**src/rtl/three_unshuffler_if.sv**
```systemverilog
// Stream bundle for the FFT output reorder stage: three input lanes with frame
// marker, three reordered output lanes and the frame-alignment error pulse.
interface three_unshuffler_if #(
  parameter int W = 32
);
  logic         in_valid;
  logic         in_sof;
  logic [W-1:0] a;
  logic [W-1:0] b;
  logic [W-1:0] c;
  logic         out_valid;
  logic [W-1:0] ao;
  logic [W-1:0] bo;
  logic [W-1:0] co;
  logic         sync_err;

  modport master (
    output in_valid, in_sof, a, b, c,
    input  out_valid, ao, bo, co, sync_err
  );

  modport slave (
    input  in_valid, in_sof, a, b, c,
    output out_valid, ao, bo, co, sync_err
  );
endinterface

```
**src/rtl/three_unshuffler.sv**
```systemverilog
// Output reorder stage of the radix-3^2 FFT: 3x3 transpose of lane vs. D-beat group
// per 3*DEPTH-beat frame, built from skewed delay lines around a beat-driven commutator.
module three_unshuffler #(
  parameter int W     = 32,
  parameter int DEPTH = 9
) (
  input  logic              clk,
  input  logic              rst_n,
  three_unshuffler_if.slave bus
);
  localparam int FRAME = 3 * DEPTH;
  localparam int CW    = $clog2(FRAME);
  localparam int PW    = $clog2(2 * DEPTH + 1);
  localparam logic [CW-1:0] CNT_LAST = CW'(FRAME - 1);
  localparam logic [PW-1:0] PRIMED   = PW'(2 * DEPTH);

  logic [CW-1:0] cnt_q, cnt_d, cnt_eff;
  logic [PW-1:0] prim_q, prim_d;
  logic [1:0]    grp;
  logic [W-1:0]  x0, x1, x2, m0, m1, m2;
  logic [W-1:0]  din1_q  [DEPTH];
  logic [W-1:0]  din1_d  [DEPTH];
  logic [W-1:0]  din2_q  [2*DEPTH];
  logic [W-1:0]  din2_d  [2*DEPTH];
  logic [W-1:0]  dout0_q [2*DEPTH];
  logic [W-1:0]  dout0_d [2*DEPTH];
  logic [W-1:0]  dout1_q [DEPTH];
  logic [W-1:0]  dout1_d [DEPTH];
  logic [W-1:0]  ao_q, ao_d, bo_q, bo_d, co_q, co_d;
  logic          out_valid_q, out_valid_d, sync_err_q, sync_err_d;

  always_comb begin
    // A start-of-frame beat is always group 0, k=0, whatever the counter says.
    cnt_eff = bus.in_sof ? '0 : cnt_q;
    if (cnt_eff < CW'(DEPTH))          grp = 2'd0;
    else if (cnt_eff < CW'(2 * DEPTH)) grp = 2'd1;
    else                               grp = 2'd2;

    x0 = bus.a;
    x1 = din1_q[DEPTH-1];
    x2 = din2_q[2*DEPTH-1];
    // Output lane l takes delayed input lane (grp - l) mod 3.
    case (grp)
      2'd0:    begin m0 = x0; m1 = x2; m2 = x1; end
      2'd1:    begin m0 = x1; m1 = x0; m2 = x2; end
      default: begin m0 = x2; m1 = x1; m2 = x0; end
    endcase

    cnt_d       = cnt_q;
    prim_d      = prim_q;
    din1_d      = din1_q;
    din2_d      = din2_q;
    dout0_d     = dout0_q;
    dout1_d     = dout1_q;
    ao_d        = ao_q;
    bo_d        = bo_q;
    co_d        = co_q;
    out_valid_d = 1'b0;
    sync_err_d  = 1'b0;

    if (bus.in_valid) begin
      cnt_d       = (cnt_eff == CNT_LAST) ? '0 : cnt_eff + CW'(1);
      prim_d      = (prim_q == PRIMED) ? prim_q : prim_q + PW'(1);
      out_valid_d = (prim_q == PRIMED);
      sync_err_d  = bus.in_sof && (cnt_q != '0);

      din1_d[0]  = bus.b;
      dout1_d[0] = m1;
      for (int i = 1; i < DEPTH; i++) begin
        din1_d[i]  = din1_q[i-1];
        dout1_d[i] = dout1_q[i-1];
      end
      din2_d[0]  = bus.c;
      dout0_d[0] = m0;
      for (int i = 1; i < 2 * DEPTH; i++) begin
        din2_d[i]  = din2_q[i-1];
        dout0_d[i] = dout0_q[i-1];
      end

      ao_d = dout0_q[2*DEPTH-1];
      bo_d = dout1_q[DEPTH-1];
      co_d = m2;
    end
  end

  always_ff @(posedge clk or negedge rst_n) begin
    if (!rst_n) begin
      cnt_q       <= '0;
      prim_q      <= '0;
      ao_q        <= '0;
      bo_q        <= '0;
      co_q        <= '0;
      out_valid_q <= 1'b0;
      sync_err_q  <= 1'b0;
      for (int i = 0; i < DEPTH; i++) begin
        din1_q[i]  <= '0;
        dout1_q[i] <= '0;
      end
      for (int i = 0; i < 2 * DEPTH; i++) begin
        din2_q[i]  <= '0;
        dout0_q[i] <= '0;
      end
    end else begin
      cnt_q       <= cnt_d;
      prim_q      <= prim_d;
      ao_q        <= ao_d;
      bo_q        <= bo_d;
      co_q        <= co_d;
      out_valid_q <= out_valid_d;
      sync_err_q  <= sync_err_d;
      din1_q      <= din1_d;
      din2_q      <= din2_d;
      dout0_q     <= dout0_d;
      dout1_q     <= dout1_d;
    end
  end

  assign bus.ao        = ao_q;
  assign bus.bo        = bo_q;
  assign bus.co        = co_q;
  assign bus.out_valid = out_valid_q;
  assign bus.sync_err  = sync_err_q;
endmodule

```
**src/flat_wrapper.sv**
```systemverilog
// flat-port wrapper written by rule: the top's interface ports become plain ports
module three_unshuffler_flat 
#(
  parameter int W     = 32,
  parameter int DEPTH = 9
)
  (clk, rst_n, bus_in_valid, bus_in_sof, bus_a, bus_b, bus_c, bus_out_valid, bus_ao, bus_bo, bus_co, bus_sync_err);
  three_unshuffler_if #(.W(W)) bus_i ();
  input  logic clk;
  input  logic rst_n;
  input wire logic [$bits(bus_i.in_valid)-1:0] bus_in_valid;
  input wire logic [$bits(bus_i.in_sof)-1:0] bus_in_sof;
  input wire logic [$bits(bus_i.a)-1:0] bus_a;
  input wire logic [$bits(bus_i.b)-1:0] bus_b;
  input wire logic [$bits(bus_i.c)-1:0] bus_c;
  output wire logic [$bits(bus_i.out_valid)-1:0] bus_out_valid;
  output wire logic [$bits(bus_i.ao)-1:0] bus_ao;
  output wire logic [$bits(bus_i.bo)-1:0] bus_bo;
  output wire logic [$bits(bus_i.co)-1:0] bus_co;
  output wire logic [$bits(bus_i.sync_err)-1:0] bus_sync_err;
  assign bus_i.in_valid = bus_in_valid;
  assign bus_i.in_sof = bus_in_sof;
  assign bus_i.a = bus_a;
  assign bus_i.b = bus_b;
  assign bus_i.c = bus_c;
  assign bus_out_valid = bus_i.out_valid;
  assign bus_ao = bus_i.ao;
  assign bus_bo = bus_i.bo;
  assign bus_co = bus_i.co;
  assign bus_sync_err = bus_i.sync_err;
  three_unshuffler #(.W(W), .DEPTH(DEPTH)) u_core (.clk(clk), .rst_n(rst_n), .bus(bus_i));
endmodule
```
**config.mk**
```make
export PLATFORM = sky130hd
export DESIGN_NAME = three_unshuffler_flat
export DESIGN_NICKNAME = d
export VERILOG_FILES = /design/src/rtl/three_unshuffler_if.sv /design/src/rtl/three_unshuffler.sv /design/src/flat_wrapper.sv
export SDC_FILE = /design/constraint.sdc
export NUM_CORES = 2
export LEC_CHECK = 0
export ABC_AREA = 0
export BUFFER_PORTS_ARGS = -buffer_cell sky130_fd_sc_hd__buf_2
export CAP_MARGIN = 20
export CORE_ASPECT_RATIO = 0.5
export CORE_MARGIN = 3
export CORE_UTILIZATION = 45
export CTS_BUF_LIST = sky130_fd_sc_hd__clkbuf_4 sky130_fd_sc_hd__clkbuf_8
export DETAILED_ROUTE_END_ITERATION = 8
export SLEW_MARGIN = 20
export SYNTH_ARGS = -nofsm -noshare
export SYNTH_HDL_FRONTEND = slang
export SYNTH_SLANG_ARGS = --single-unit
export TNS_END_PERCENT = 100
```
**constraint.sdc**
```tcl
create_clock -name clk -period 3.8 [get_ports clk]
set_input_delay 0.76 -clock clk [delete_from_list [all_inputs] [get_ports clk]]
set_output_delay 0.76 -clock clk [all_outputs]
set_load 0.05 [all_outputs]
```
==> run metrics <==
number of instances in the placed design=6392; First-pass DRT Iterations=5; Post-DRT Antenna Nets=0; CP Class=reg2out; unrepaired setup endpoints after global routing=false; Post-Syn Nets=4424; # IOs=198; Crit path arrival time=1.70 ns; most frequent cells in the layout=1836 x dfrtp_1, 1664 x mux2_2, 324 x clkbuf_8; number of cell rows=101; Post-Synth Simple-Gate Area=0.005824; Area growth, synth to finish=12.60%; initial antenna violation count=12; fin area=78130 um^2; Critical Path End Type=output pin; Via density=5.142; Initial Util=0.4553; nets=4711; Required @ worst endpoint=3.04 ns; Final Core Density=0.5127; HP Class=in2reg; Final Hold Viols=0; Synth Area in Compound Gates=0.03186; CTS buffer count=272; TritonCTS sink count=1836; largest net degree at the start of global routing=172; PD cells=743.3 nW/um^2; setup repair bufs after CTS=0; core area=152400 um^2; GRT overflow=0; Max Freq=0.4057 GHz; Yosys warning total=0; xor/xnor share of the synthesized area=0.0005049; worst-path cell chain=buf_2; Post-Synth Adder-Cell Area=0.0007213; Final Non-Filler Cells=6846; Port Buffers=197; drt wl/cell=18.51 um; largest family of logic cells by synthesized area=multiplexers; CTS tree=built; worst-skew pair later-pin latency=0.85 ns; most common cell after layout, fill and taps aside=dfrtp_1; number of global-route vias before repair=36864; Die Span X=561.3 um; crit-path max FO=2; Max H-tree Level=5; Die ar.=159200 um^2; vias=35201; final WL=126700 um; TNS Setup=0 ns; worst rel slew slack=0.3476; cell area after synthesis=69390 um^2; CP max-delay cell=dfrtp_1; critical path's top delay family=flip-flops; CTS clk-pin slew, worst paths=0.06 ns; DRT iter0 DRCs=2508; mux share of post-synthesis cell area=0.2702; Buf+Inv Stages, Crit Path=1; status=finished, final reports clean; Peak supply drop=277.5 uV; Seq cells post-synth=1836; Seq/Total Area, Yosys=0.6621; crit path time final=2.465 ns; DRC Markers=0; Setup WS post-layout=1.335 ns; max-slew violations=0; synthesized instance count=4320; Max Root-Sink Buffers=4; die height=283.7 um; Max-cap violations=0; Worst path max stage delay=0.51 ns; Pleak=35.53 nW; Cell Area, Placed=72660 um^2; fraction of layout cells with a size suffix above 1=0.4986; Total GRT Usage=0.1605; gpl congestion=0.7747; pre-CTS setup slack=1.051 ns; Mapped Avg Cell Area=16.06 um^2; final setup skew=0.03841 ns; Root Buffer=clkbuf_8; global-route wire length before repair=210000 um; final setup vio count=0; Synth cell types=35; CP Launch Type=register; Final HPWL DP=78120 um; Worst Tran Pin Value=0.9786 ns; period utilization=0.6486
==> layer usage <==
metal / routed length [um] / vias to the layer above / global-route usage
met5: 0 / - / 0
met4: 2783 / 0 / 0.04769
met3: 5261 / 231 / 0.03261
met2: 54540 / 651 / 0.2268
met1: 64120 / 18321 / 0.2487
li1: - / 15998 / -
==> cells in the mapped netlist, drive strengths merged <==
cell	count	area (um^2)
dfrtp	1836	45940
mux2	1664	18740
inv	199	747.0
buf	194	1013
o32ai	97	857.1
a221o	96	960.9
o21ai	68	340.3
nand2	67	251.5
clkbuf	62	234.0
ha	4	50.05
xnor2	4	35.03
nand3	3	15.01
nand3b	3	26.27
or3	3	18.77
nand2b	2	12.51
nand4	2	12.51
nor2	2	7.510
nor2b	2	12.51
nor3	2	21.27
o2bb2ai	2	17.52
mux2i	1	10.01
nand4b	1	8.760
nand4bb	1	11.26
nor4	1	6.260
o211ai	1	7.510
o221ai	1	8.760
o311a	1	10.01
o31a	1	8.760
==> final cells by class <==
| type | count | area, um^2 |
|---|---|---|
| inverters | 199 | 747.0 |
| flip-flops and latches | 1836 | 45940 |
| fillers | 12795 | 74270 |
| clock inverters | 32 | 295.3 |
| repair buffers | 269 | 1934 |
| clock buffers | 416 | 5150 |
| diodes | 5 | 12.51 |
| multi-input cells | 2029 | 21470 |
| well taps | 2060 | 2577 |
==> stage by stage <==
step,total power [mW],hold slack [ns]
3_5_place_dp,42.54,0.4715
3_3_place_gp,41.81,0.4599
5_1_grt,61.78,0.04598
6_report,58.08,0.1491
4_1_cts,59.02,0.02748
2_1_floorplan,38.53,0.4454
==> cells by family after synthesis <==
kind of cell / count (synthesis)
adders and majority gates: 4
buffers and inverters: 455
muxes: 1665
and+or+nand+nor: 89
xor gates and xnor gates: 4
AOI/OAI and AO/OA: 267
DFF: 1836
==> report_power, final <==
| group | switching [mW] | internal (mW) |
|---|---|---|
| clock | 7.26 | 8.83 |
| combinational | 4.71 | 6.11 |
| sequential | 4.21 | 27.0 |
==> final timing paths <==
check	endpoint	start	slack [ns]	cells past startpoint
worst max-delay path	bus_bo[12]	u_core.bus.bo[12]$_DFFE_PN0P_	1.34	1
worst min-delay path	u_core.din1_q[259]$_DFFE_PN0P_	bus_b[3]	0.15	2
worst max register to register	u_core.bus.co[10]$_DFFE_PN0P_	u_core.cnt_q[4]$_DFFE_PN0P_	1.66	4
worst min register to register	u_core.x2[26]$_DFFE_PN0P_	u_core.din2_q[58]$_DFFE_PN0P_	0.47	2
max in group asynchronous	u_core.din2_q[360]$_DFFE_PN0P_	rst_n	1.99	3
min in group asynchronous	u_core.din2_q[279]$_DFFE_PN0P_	rst_n	0.59	2
==> state kept, by name, indices dropped and copies added, names as in the netlist <==
name and flops:
u_core.bus.ao 32, u_core.bus.bo 32, u_core.bus.co 32, u_core.bus.out_valid 1
u_core.bus.sync_err 1, u_core.cnt_q 5, u_core.din1_q 256, u_core.din2_q 544
u_core.dout0_q 576, u_core.dout1_q 288, u_core.prim_q 5, u_core.x1 32
u_core.x2 32
==> repair_timing <==
| item | in CTS | in global routing |
|---|---|---|
| endpoints found under the hold margin | 45 | 0 |
| resized for setup | 0 | 0 |
| setup endpoints to repair | 0 | 0 |
| hold buffers | 1 | 0 |
No activity file was read; power rests on OpenSTA's default activity.
